File: config.mk
export PLATFORM = sky130hd
export DESIGN_NAME = regfile_writeback_queue_flat
export DESIGN_NICKNAME = d
export VERILOG_FILES = /design/src/rtl/regfile_writeback_queue_if.sv /design/src/rtl/regfile_writeback_queue.sv /design/src/flat_wrapper.sv
export SDC_FILE = /design/constraint.sdc
export NUM_CORES = 1
export LEC_CHECK = 0
export CORE_UTILIZATION = 46
export CTS_CLUSTER_DIAMETER = 40
export CTS_CLUSTER_SIZE = 25
export DETAILED_ROUTE_END_ITERATION = 8
export PLACE_DENSITY = 0.72
export RECOVER_POWER = 25
export SLEW_MARGIN = 30
export SYNTH_ARGS = -nofsm -noshare
export SYNTH_HDL_FRONTEND = slang
export SYNTH_SLANG_ARGS = --single-unit
File: constraint.sdc
create_clock -name Clk -period 3.6 [get_ports Clk]
set_input_delay 0.72 -clock Clk [delete_from_list [all_inputs] [get_ports Clk]]
set_output_delay 0.72 -clock Clk [all_outputs]
set_load 0.05 [all_outputs]
File: src/rtl/regfile_writeback_queue_if.sv
// Bundle of producer handshake, register-file write port and bypass lookup
// signals for the writeback queue.
interface regfile_writeback_queue_if #(
  parameter int BITS_SIZE = 32,
  parameter int DEPTH     = 4
);
  localparam int CW = $clog2(DEPTH) + 1;

  logic                 InValid;
  logic                 InReady;
  logic [4:0]           InRegister;
  logic [BITS_SIZE-1:0] InData;
  logic                 Hold;
  logic [4:0]           WriteRegister;
  logic [BITS_SIZE-1:0] WriteData;
  logic                 RegWrite;
  logic [4:0]           LookupRegister;
  logic                 LookupHit;
  logic [BITS_SIZE-1:0] LookupData;
  logic [CW-1:0]        Count;

  modport master (
    output InValid, InRegister, InData, Hold, LookupRegister,
    input  InReady, WriteRegister, WriteData, RegWrite, LookupHit, LookupData, Count
  );

  modport slave (
    input  InValid, InRegister, InData, Hold, LookupRegister,
    output InReady, WriteRegister, WriteData, RegWrite, LookupHit, LookupData, Count
  );
endinterface

File: src/rtl/regfile_writeback_queue.sv
// Write-side initiator for the register file: in-order FIFO of pending results,
// one registered write per cycle, and a youngest-first combinational bypass.
module regfile_writeback_queue #(
  parameter int BITS_SIZE = 32,
  parameter int DEPTH     = 4
) (
  input logic                      Clk,
  input logic                      Rst_n,
  regfile_writeback_queue_if.slave bus
);
  localparam int PW = $clog2(DEPTH);
  localparam int CW = PW + 1;

  logic [4:0]           regMem_q  [DEPTH];
  logic [BITS_SIZE-1:0] dataMem_q [DEPTH];
  logic [PW-1:0]        rdPtr_q, rdPtr_d;
  logic [PW-1:0]        wrPtr_q, wrPtr_d;
  logic [CW-1:0]        count_q, count_d;
  logic                 regWrite_q, regWrite_d;
  logic [4:0]           writeReg_q, writeReg_d;
  logic [BITS_SIZE-1:0] writeData_q, writeData_d;
  logic                 inReady, push, pop;
  logic                 lookupHit;
  logic [BITS_SIZE-1:0] lookupData;
  logic [PW-1:0]        idx;

  // Writes to $0 complete the handshake but are never stored.
  assign inReady = (count_q != CW'(DEPTH));
  assign push    = bus.InValid && inReady && (bus.InRegister != 5'd0);
  assign pop     = (count_q != '0) && !bus.Hold;

  always_comb begin
    rdPtr_d     = rdPtr_q;
    wrPtr_d     = wrPtr_q;
    count_d     = count_q;
    regWrite_d  = pop;
    writeReg_d  = writeReg_q;
    writeData_d = writeData_q;
    if (pop) begin
      rdPtr_d     = rdPtr_q + PW'(1);
      writeReg_d  = regMem_q[rdPtr_q];
      writeData_d = dataMem_q[rdPtr_q];
    end
    if (push) begin
      wrPtr_d = wrPtr_q + PW'(1);
    end
    case ({push, pop})
      2'b10:   count_d = count_q + CW'(1);
      2'b01:   count_d = count_q - CW'(1);
      default: count_d = count_q;
    endcase
  end

  always_ff @(posedge Clk or negedge Rst_n) begin
    if (!Rst_n) begin
      rdPtr_q     <= '0;
      wrPtr_q     <= '0;
      count_q     <= '0;
      regWrite_q  <= 1'b0;
      writeReg_q  <= '0;
      writeData_q <= '0;
    end else begin
      rdPtr_q     <= rdPtr_d;
      wrPtr_q     <= wrPtr_d;
      count_q     <= count_d;
      regWrite_q  <= regWrite_d;
      writeReg_q  <= writeReg_d;
      writeData_q <= writeData_d;
    end
  end

  // Storage is not reset; only slots below count_q are ever considered valid.
  always_ff @(posedge Clk) begin
    if (push) begin
      regMem_q[wrPtr_q]  <= bus.InRegister;
      dataMem_q[wrPtr_q] <= bus.InData;
    end
  end

  // Scan oldest to youngest so the newest matching entry wins.
  always_comb begin
    lookupHit  = 1'b0;
    lookupData = '0;
    idx        = rdPtr_q;
    if (bus.LookupRegister != 5'd0) begin
      if (regWrite_q && (writeReg_q == bus.LookupRegister)) begin
        lookupHit  = 1'b1;
        lookupData = writeData_q;
      end
      for (int i = 0; i < DEPTH; i++) begin
        idx = rdPtr_q + PW'(i);
        if ((CW'(i) < count_q) && (regMem_q[idx] == bus.LookupRegister)) begin
          lookupHit  = 1'b1;
          lookupData = dataMem_q[idx];
        end
      end
    end
  end

  assign bus.InReady       = inReady;
  assign bus.Count         = count_q;
  assign bus.RegWrite      = regWrite_q;
  assign bus.WriteRegister = writeReg_q;
  assign bus.WriteData     = writeData_q;
  assign bus.LookupHit     = lookupHit;
  assign bus.LookupData    = lookupData;
endmodule

File: src/flat_wrapper.sv
// flat-port wrapper written by rule: the top's interface ports become plain ports
module regfile_writeback_queue_flat 
#(
  parameter int BITS_SIZE = 32,
  parameter int DEPTH     = 4
)
  (Clk, Rst_n, bus_InValid, bus_InRegister, bus_InData, bus_Hold, bus_LookupRegister, bus_InReady, bus_WriteRegister, bus_WriteData, bus_RegWrite, bus_LookupHit, bus_LookupData, bus_Count);
  regfile_writeback_queue_if #(.BITS_SIZE(BITS_SIZE), .DEPTH(DEPTH)) bus_i ();
  input logic Clk;
  input logic Rst_n;
  input wire logic [$bits(bus_i.InValid)-1:0] bus_InValid;
  input wire logic [$bits(bus_i.InRegister)-1:0] bus_InRegister;
  input wire logic [$bits(bus_i.InData)-1:0] bus_InData;
  input wire logic [$bits(bus_i.Hold)-1:0] bus_Hold;
  input wire logic [$bits(bus_i.LookupRegister)-1:0] bus_LookupRegister;
  output wire logic [$bits(bus_i.InReady)-1:0] bus_InReady;
  output wire logic [$bits(bus_i.WriteRegister)-1:0] bus_WriteRegister;
  output wire logic [$bits(bus_i.WriteData)-1:0] bus_WriteData;
  output wire logic [$bits(bus_i.RegWrite)-1:0] bus_RegWrite;
  output wire logic [$bits(bus_i.LookupHit)-1:0] bus_LookupHit;
  output wire logic [$bits(bus_i.LookupData)-1:0] bus_LookupData;
  output wire logic [$bits(bus_i.Count)-1:0] bus_Count;
  assign bus_i.InValid = bus_InValid;
  assign bus_i.InRegister = bus_InRegister;
  assign bus_i.InData = bus_InData;
  assign bus_i.Hold = bus_Hold;
  assign bus_i.LookupRegister = bus_LookupRegister;
  assign bus_InReady = bus_i.InReady;
  assign bus_WriteRegister = bus_i.WriteRegister;
  assign bus_WriteData = bus_i.WriteData;
  assign bus_RegWrite = bus_i.RegWrite;
  assign bus_LookupHit = bus_i.LookupHit;
  assign bus_LookupData = bus_i.LookupData;
  assign bus_Count = bus_i.Count;
  regfile_writeback_queue #(.BITS_SIZE(BITS_SIZE), .DEPTH(DEPTH)) u_core (.Clk(Clk), .Rst_n(Rst_n), .bus(bus_i));
endmodule
==> results of run 1 <==
## through the flow
step | area, um2 | hold slack (ps)
after floorplan | 11380 | 424.4
after global placement | 13680 | 498.5
after detailed placement | 13680 | 506.0
after CTS | 14670 | 348.6
after global routing | 15200 | 570.4
final | 15210 | 532.0
## critical path, stage by stage (launching register included)
cell and delay [ps]:
dfrtp_4 520, buf_12 160, buf_8 140, mux4_2 320, xnor2_2 190, buf_4 130, nand4_1 120, o32a_4 300
nor3b_4 180, buf_6 140, buf_12 150, a22oi_2 190, o21ai_4 110, buf_12 160
## power by group through the flow
stage / clock [W] / combinational, W / sequential, W
floorplan: 0 / 0.00450 / 0.00418
global placement: 0 / 0.00768 / 0.00352
detailed placement: 0 / 0.00776 / 0.00355
CTS: 0.00181 / 0.00810 / 0.00352
global route: 0.00190 / 0.00903 / 0.00361
finish: 0.00177 / 0.00852 / 0.00355
## what timing repair did
item,in CTS,in global routing
cloned,2,1
buffers inserted,10,7
pin swaps,43,36
endpoints found under the setup margin,33,33
resized for setup,87,96
## placed cells by master (no fill, tap or decap), types with 36 or more instances in the layout
cell / n
clkdlybuf4s50_1: 62
buf_12: 46
mux2_2: 36
mux2i_1: 44
dfrtp_1: 43
o21ai_0: 103
buf_4: 64
edfxtp_1: 148
nand2_1: 107
o21ai_2: 53
mux4_2: 68
## kinds of logic after synthesis
group,share of synthesized area
XOR/XNOR,0.02772
AO/OA/AOI/OAI,0.1504
flip-flops,0.4897
multiplexers,0.2191
buffers and inverters,0.03553
adder cells (fa/ha/maj),0.009899
AND/OR/NAND/NOR,0.06775
## final timing paths
kind	from	slack, ps	endpoint	cells after the start
worst max-delay path	u_core.rdPtr_q[0]$_DFFE_PN0P_	-360	bus_LookupData[20]	13
worst min-delay path	u_core.bus.WriteRegister[4]$_DFFE_PN0P_	530	u_core.bus.WriteRegister[4]$_DFFE_PN0P_	2
worst max register to register	u_core.bus.Count[0]$_DFFE_PN0P_	1080	u_core.dataMem_q[3][8]$_DFFE_PP_	7
worst min register to register	u_core.bus.WriteRegister[4]$_DFFE_PN0P_	530	u_core.bus.WriteRegister[4]$_DFFE_PN0P_	2
max in group asynchronous	Rst_n	1710	u_core.rdPtr_q[0]$_DFFE_PN0P_	1
min in group asynchronous	Rst_n	720	u_core.bus.Count[1]$_DFFE_PN0P_	1
## registers in the layout (all words and copies together) (netlist names)
register and flops:
u_core.dataMem_q 128, u_core.bus.WriteData 32, u_core.regMem_q 20, u_core.bus.WriteRegister 5, u_core.bus.Count 3, u_core.rdPtr_q 2, u_core.wrPtr_q 2, u_core.bus.RegWrite 1
## final cells by class
class	instances	area share
antenna	1	0.0001646
clock buffer	20	0.02937
clock inverter	12	0.006418
inverter	8	0.001975
multi-input combinational	618	0.3995
sequential	193	0.3668
tap	324	0.02666
timing repair buffer	218	0.1692
## per-layer routing
metal | vias up | share of wire | global-route usage
met5 | - | 0.00037 | 0
met4 | 2 | 0.022 | 0.06600
met3 | 50 | 0.060 | 0.03933
met2 | 293 | 0.50 | 0.3838
met1 | 4247 | 0.42 | 0.3240
li1 | 3822 | - | -
==> metrics.txt, run 1 <==
# TYPE chip_impl_metric gauge
chip_impl_metric{name="ir_drop",unit="mV"} 0.4645
chip_impl_metric{name="finalSetupViolCount",unit=""} 33
chip_impl_info{name="timing.critical_path.from_type",value="register"} 1
chip_impl_metric{name="place_inst",unit=""} 1342
chip_impl_metric{name="placement_rows",unit=""} 57
chip_impl_metric{name="num_io_pins",unit=""} 121
chip_impl_metric{name="global_route_wire_length_before_repair",unit="um"} 45720
chip_impl_metric{name="synth_largest_type_area_fraction",unit=""} 0.3907
chip_impl_metric{name="cts-htree-levels",unit=""} 4
chip_impl_metric{name="ys_warn_count",unit=""} 0
chip_impl_metric{name="timing.final.ws_setup",unit="ps"} -361.2
chip_impl_metric{name="detailedPlace.worstSlack",unit="ps"} -401.9
chip_impl_metric{name="design.die.area",unit="um2"} 25360
chip_impl_info{name="synth_top_area_cell",value="edfxtp_1"} 1
chip_impl_metric{name="critical_path_required",unit="ps"} 2880
chip_impl_metric{name="design.final.nets",unit=""} 1111
chip_impl_metric{name="area_growth_from_synthesis_to_layout",unit="%"} 33.68
chip_impl_metric{name="arrival",unit="ps"} 3240
chip_impl_metric{name="port_buffers",unit=""} 120
chip_impl_metric{name="min_period_over_period",unit=""} 1.100
chip_impl_metric{name="cell_count_after_synthesis",unit=""} 901
chip_impl_info{name="violations",value="max-capacitance violations, max-slew violations, negative setup slack"} 1
chip_impl_metric{name="largest_buffer_count_on_any_clock_path",unit=""} 2
chip_impl_info{name="netlist_top_cells_area",value="edfxtp_1 39%, mux4_2 13%, dfrtp_1 9.9%, o21ai_0 5.8%, mux2i_1 4.7%"} 1
chip_impl_metric{name="cts-hold-fix-buffers",unit=""} 0
chip_impl_metric{name="core_area",unit="um2"} 24320
chip_impl_metric{name="globalplace.congestion",unit=""} 0.8804
chip_impl_metric{name="vias_per_cell",unit=""} 6.036
chip_impl_metric{name="routed_wl",unit="um"} 29950
chip_impl_metric{name="clk_pin_slew",unit="ps"} 70
chip_impl_info{name="ys_dominant_reg_cell",value="edfxtp_1"} 1
chip_impl_info{name="outcome",value="finished, violations left"} 1
chip_impl_metric{name="number_of_fillers_in_the_final_layout",unit=""} 1756
chip_impl_metric{name="route.vias.total",unit=""} 8414
chip_impl_metric{name="seq_area",unit="um2"} 5578
chip_impl_metric{name="swShare",unit=""} 0.4452
chip_impl_info{name="yosys.cell_count.top_type",value="edfxtp_1"} 1
chip_impl_metric{name="timing.critical_path.fanout_max",unit=""} 7
chip_impl_info{name="clock_tree_from_tritoncts",value="done"} 1
chip_impl_metric{name="final-hold-violation-count",unit=""} 0
chip_impl_metric{name="post_route_cells_drive_above_1_share",unit=""} 0.4060
chip_impl_metric{name="seq_area_frac_synth",unit=""} 0.4897
chip_impl_metric{name="largest_net_degree_at_the_start_of_global_routing",unit=""} 102
chip_impl_metric{name="cts_sinks",unit=""} 193
chip_impl_metric{name="global_route.usage.total",unit=""} 0.2346
chip_impl_metric{name="hpwl",unit="um"} 18910
chip_impl_metric{name="worst_skew_pair.late_latency",unit="ps"} 430
chip_impl_metric{name="switching_power_of_the_nets",unit="W"} 0.006162
chip_impl_metric{name="drt.antenna.violating_nets",unit=""} 0
chip_impl_metric{name="timing.fmax",unit="MHz"} 252.5
chip_impl_info{name="ys_top_cells_by_count",value="148 x edfxtp_1, 131 x o21ai_0, 108 x nand2_1, 68 x mux4_2, 55 x clkbuf_1"} 1
chip_impl_info{name="critPathKind",value="reg2out"} 1
chip_impl_metric{name="overflow",unit=""} 0
chip_impl_metric{name="portion_of_total_power_attributed_to_the_clock_network",unit=""} 0.128
chip_impl_metric{name="multi_input_area",unit="um2"} 6075
chip_impl_metric{name="power.density_cell_area",unit="nW/um2"} 910.1
chip_impl_metric{name="seqPwrFrac",unit=""} 0.256
chip_impl_info{name="worstHoldPathType",value="reg2reg"} 1
chip_impl_metric{name="ys_seq_elements",unit=""} 193
chip_impl_metric{name="grt_pass1_vias",unit=""} 8080
chip_impl_metric{name="slew_violations",unit=""} 26
chip_impl_metric{name="antenna_violations_before_repair",unit=""} 2
chip_impl_metric{name="synth.avg_cell_area",unit="um2"} 12.63
chip_impl_metric{name="synth_enable_flop_cells",unit=""} 148
chip_impl_metric{name="tightest_slew",unit="ps"} 1659
chip_impl_metric{name="async_flop_share",unit=""} 0.2332
chip_impl_metric{name="skew",unit="ps"} 15.29
chip_impl_metric{name="first_pass_iters",unit=""} 5
chip_impl_info{name="worstSetupEndpointType",value="output port"} 1
chip_impl_metric{name="slew_headroom",unit=""} -0.1060
chip_impl_metric{name="first_iter_violations",unit=""} 676
chip_impl_metric{name="design_power_total",unit="W"} 0.01384
chip_impl_metric{name="cts_buffers",unit=""} 17
chip_impl_metric{name="cell_internal_power",unit="W"} 0.007678
chip_impl_info{name="clock_root_buffer",value="clkbuf_16"} 1
chip_impl_metric{name="starting_density_of_the_core",unit=""} 0.4678
chip_impl_metric{name="fp.dieW",unit="um"} 159.3
chip_impl_metric{name="power.share.combinational",unit=""} 0.616
chip_impl_metric{name="drc",unit=""} 0
chip_impl_metric{name="min_period",unit="ps"} 3961
chip_impl_metric{name="average_routed_wire_per_standard_cell",unit="um"} 21.49
chip_impl_metric{name="static-leakage-power",unit="nW"} 5.385
chip_impl_metric{name="max_cap_viol_count",unit=""} 1
chip_impl_metric{name="syn_area",unit="um2"} 11380
chip_impl_metric{name="synthDistinctLibCells",unit=""} 45
chip_impl_metric{name="layoutNonFillerInstCount",unit=""} 1394
chip_impl_metric{name="syn_nets",unit=""} 956
chip_impl_metric{name="die_h",unit="um"} 159.3
chip_impl_metric{name="utilization",unit=""} 0.6253
chip_impl_info{name="grt_setup_unrepaired",value="yes"} 1
chip_impl_metric{name="fin_tns_setup",unit="ps"} -10030
Power figures use the tool's default switching activity.
==> run 2: changes to the inputs <==
- CAP_MARGIN: default -> 40
==> results of run 2 <==
No change in the layout: final DEF, timing and power equal those of run 1.
==> run 3: changes to the inputs <==
==> constraint.sdc (replaced) <==
create_clock -name Clk -period 5 [get_ports Clk]
set_input_delay 1 -clock Clk [delete_from_list [all_inputs] [get_ports Clk]]
set_output_delay 1 -clock Clk [all_outputs]
set_load 0.02 [all_outputs]
==> run 3 against run 2 <==
The flow finishes with violations (max-capacitance violations, max-slew violations). Setup slack improved by 460 ps. First-iteration DRC count decreased by 14%. Clock power decreased by 24%. Largest power group unchanged. Worst hold slack got worse by 19 ps. Die area unchanged. Cell count decreased by 3.7%. Sequential cell count unchanged. Critical path depth decreased by 1. Power decreased by 39%. Non-clock buffer count decreased by 51.
==> metrics.txt, run 3 (synthesis gave the netlist of run 1 again) <==
# TYPE chip_impl_metric gauge
chip_impl_info{name="outcome",value="finished, violations left"} 1
chip_impl_info{name="violations",value="max-capacitance violations, max-slew violations"} 1
chip_impl_metric{name="starting_density_of_the_core",unit=""} 0.4678
chip_impl_metric{name="first_pass_iters",unit=""} 5
chip_impl_metric{name="skew",unit="ps"} 11.64
chip_impl_metric{name="drt.antenna.violating_nets",unit=""} 0
chip_impl_metric{name="slew_violations",unit=""} 46
chip_impl_info{name="whs_endpoint",value="u_core.bus.WriteData[25]$_DFFE_PN0P_"} 1
chip_impl_metric{name="average_routed_wire_per_standard_cell",unit="um"} 21.24
chip_impl_metric{name="port_buffers",unit=""} 120
chip_impl_info{name="grt_setup_unrepaired",value="no"} 1
chip_impl_metric{name="utilization",unit=""} 0.5672
chip_impl_metric{name="global_route.usage.total",unit=""} 0.2298
chip_impl_info{name="clock_root_buffer",value="clkbuf_16"} 1
chip_impl_metric{name="worst_skew_pair.late_latency",unit="ps"} 430
chip_impl_metric{name="hpwl",unit="um"} 18520
chip_impl_info{name="cpMaxStageDelayCell",value="clkdlybuf4s50_1"} 1
chip_impl_metric{name="slew_headroom",unit=""} -0.9756
chip_impl_metric{name="design.die.area",unit="um2"} 25360
chip_impl_metric{name="multi_input_area",unit="um2"} 5512
chip_impl_metric{name="post_route_cells_drive_above_1_share",unit=""} 0.2616
chip_impl_metric{name="placement_rows",unit=""} 57
chip_impl_metric{name="first_iter_violations",unit=""} 578
chip_impl_info{name="worstSetupEndpointType",value="output port"} 1
chip_impl_info{name="worstHoldPathType",value="reg2reg"} 1
chip_impl_metric{name="largest_buffer_count_on_any_clock_path",unit=""} 2
chip_impl_metric{name="power.share.combinational",unit=""} 0.539
chip_impl_info{name="timing.critical_path.from",value="bus_LookupRegister[1]"} 1
chip_impl_info{name="r2r_start",value="u_core.bus.Count[0]$_DFFE_PN0P_"} 1
chip_impl_metric{name="critical_path.max_stage_delay",unit="ps"} 540
chip_impl_metric{name="global_route_wire_length_before_repair",unit="um"} 44800
chip_impl_metric{name="timing.hold.worst_path_depth",unit=""} 2
chip_impl_metric{name="cts_sinks",unit=""} 193
chip_impl_metric{name="seqPwrFrac",unit=""} 0.301
chip_impl_metric{name="max_cap_viol_count",unit=""} 1
chip_impl_metric{name="switching_power_of_the_nets",unit="W"} 0.003380
chip_impl_metric{name="routed_wl",unit="um"} 28530
chip_impl_metric{name="num_io_pins",unit=""} 121
chip_impl_metric{name="number_of_fillers_in_the_final_layout",unit=""} 1949
chip_impl_metric{name="portion_of_total_power_attributed_to_the_clock_network",unit=""} 0.160
chip_impl_metric{name="cts-htree-levels",unit=""} 4
chip_impl_metric{name="hold_ws",unit="ps"} 512.5
chip_impl_metric{name="globalplace.congestion",unit=""} 0.8447
chip_impl_metric{name="finalSetupViolCount",unit=""} 0
chip_impl_metric{name="cell_internal_power",unit="W"} 0.005024
chip_impl_metric{name="seq_area",unit="um2"} 5578
chip_impl_metric{name="largest_register_ffs",unit=""} 128
chip_impl_metric{name="reg2reg_depth",unit=""} 7
chip_impl_metric{name="clk_pin_slew",unit="ps"} 60
chip_impl_metric{name="core_area",unit="um2"} 24320
chip_impl_metric{name="fp.dieW",unit="um"} 159.3
chip_impl_info{name="critPathKind",value="in2out"} 1
chip_impl_info{name="layout.cells.most_common",value="edfxtp_1"} 1
chip_impl_metric{name="timing.fmax",unit="MHz"} 203.9
chip_impl_metric{name="min_period_over_period",unit=""} 0.9808
chip_impl_metric{name="power.density_cell_area",unit="nW/um2"} 609.2
chip_impl_metric{name="area_growth_from_synthesis_to_layout",unit="%"} 21.26
chip_impl_info{name="layout.cells.most_common_list",value="148 x edfxtp_1, 131 x o21ai_0, 108 x nand2_1"} 1
chip_impl_metric{name="cts_buffers",unit=""} 17
chip_impl_metric{name="static-leakage-power",unit="nW"} 4.854
chip_impl_info{name="crit_path_frequent_cell",value="buf_4"} 1
chip_impl_metric{name="largest_net_degree_at_the_start_of_global_routing",unit=""} 131
chip_impl_metric{name="antenna_violations_before_repair",unit=""} 3
chip_impl_metric{name="die_h",unit="um"} 159.3
chip_impl_info{name="timing.hold.worst.start",value="u_core.bus.WriteData[25]$_DFFE_PN0P_"} 1
chip_impl_metric{name="ir_drop",unit="mV"} 0.4085
chip_impl_info{name="clock_tree_from_tritoncts",value="done"} 1
chip_impl_metric{name="design.final.nets",unit=""} 1060
chip_impl_metric{name="timing.critical_path.fanout_max",unit=""} 13
chip_impl_metric{name="min_period",unit="ps"} 4904
chip_impl_metric{name="vias_per_cell",unit=""} 6.030
chip_impl_info{name="timing.critical_path.from_type",value="input pin"} 1
chip_impl_metric{name="overflow",unit=""} 0
chip_impl_metric{name="grt_pass1_vias",unit=""} 8024
chip_impl_info{name="largest-register",value="u_core.dataMem_q"} 1
chip_impl_metric{name="drc",unit=""} 0
chip_impl_metric{name="route.vias.total",unit=""} 8098
chip_impl_metric{name="final-hold-violation-count",unit=""} 0
chip_impl_info{name="cells_traversed_along_the_worst_timing_path",value="clkdlybuf4s50_1 > buf_4 > xnor2_1 > nand2_1 > o32a_1 > buf_4 > nor3b_4 > buf_4 > buf_12 > a22oi_2 > o21ai_2 > clkdlybuf4s50_1"} 1
chip_impl_metric{name="arrival",unit="ps"} 3900
chip_impl_info{name="reg2reg_to",value="u_core.dataMem_q[1][13]$_DFFE_PP_"} 1
chip_impl_metric{name="ff2ff_setup_slack",unit="ps"} 2090
chip_impl_metric{name="critical_path_required",unit="ps"} 4000
chip_impl_metric{name="tightest_slew",unit="ps"} 2963
chip_impl_metric{name="swShare",unit=""} 0.4022
-- run 3: changes by cell type in the layout (fill, tap and decap cells not counted), sizes merged, moves of 2 or more --
cell and change:
bufinv +2, buf -83, clkdlybuf4s50 +32, clkinvlp -2, dlymetal6s2s +4, inv -6
clkbuf +2, dlygate4sd3 -4, clkinv +2
-- run 3: power by group through the flow --
stage | clock network [W] | logic, W | registers, W
4_1_cts | 0.00137 | 0.00452 | 0.00252
6_report | 0.00134 | 0.00453 | 0.00253
3_5_place_dp | 0 | 0.00450 | 0.00255
2_1_floorplan | 0 | 0.00295 | 0.00263
5_1_grt | 0.00142 | 0.00490 | 0.00258
3_3_place_gp | 0 | 0.00443 | 0.00253
-- run 3: cell type report --
type / instances / area share
Multi-Input combinational cell: 618 / 0.3995
Inverter: 8 / 0.002177
Sequential cell: 193 / 0.4044
Timing Repair Buffer: 167 / 0.1226
Antenna cell: 2 / 0.0003628
Tap cell: 324 / 0.02939
Clock buffer: 23 / 0.03392
Clock inverter: 8 / 0.007619
-- run 3: what timing repair did --
action | CTS | global route
hold buffers | 0 | 0
setup buffers | 2 | 0
endpoints found under the setup margin | 15 | 31
pin swaps | 1 | 0
gates resized for setup | 2 | 18
-- run 3: worst max-delay path, delay by kind of cell --
kind | cells | cell delay [ps]
AOI/OAI and AO/OA | 3 | 650
buffers and inverters | 6 | 1760
xor gates and xnor gates | 1 | 250
and+or+nand+nor | 2 | 230
-- run 3: how the worst max path moves through the flow --
| stage | end | slack (ps) |
|---|---|---|
| 3_3_place_gp | bus_LookupData[10] | -8 |
| 3_5_place_dp | bus_LookupData[10] | -20 |
| 6_report | bus_LookupData[31] | 100 |
| 2_1_floorplan | bus_LookupData[10] | 1010 |
| 4_1_cts | bus_LookupData[14] | 6 |
| 5_1_grt | bus_LookupData[3] | 3 |
-- run 3: through the flow --
| stage | setup WS [ps] | total power, W | setup TNS, ps | cells | instance area, um2 |
|---|---|---|---|---|---|
| floorplan | 1006 | 0.005581 | 0 | 901 | 11380 |
| global placement | -7.682 | 0.006958 | -7.682 | 1307 | 13090 |
| detailed placement | -21.85 | 0.007054 | -24.10 | 1307 | 13090 |
| CTS | 5.742 | 0.008410 | 0 | 1340 | 13680 |
| global route | 2.735 | 0.008905 | 0 | 1342 | 13790 |
| finish | 95.75 | 0.008403 | 0 | 1343 | 13790 |
-- run 3: per-layer routing --
layer  vias to the layer above  track usage  part of all wire
met5                         -            0                 0
met2                       334       0.3752              0.48
met4                         0      0.09309             0.025
met1                      3994       0.2989              0.42
li1                       3707            -                 -
met3                        63      0.04923             0.073
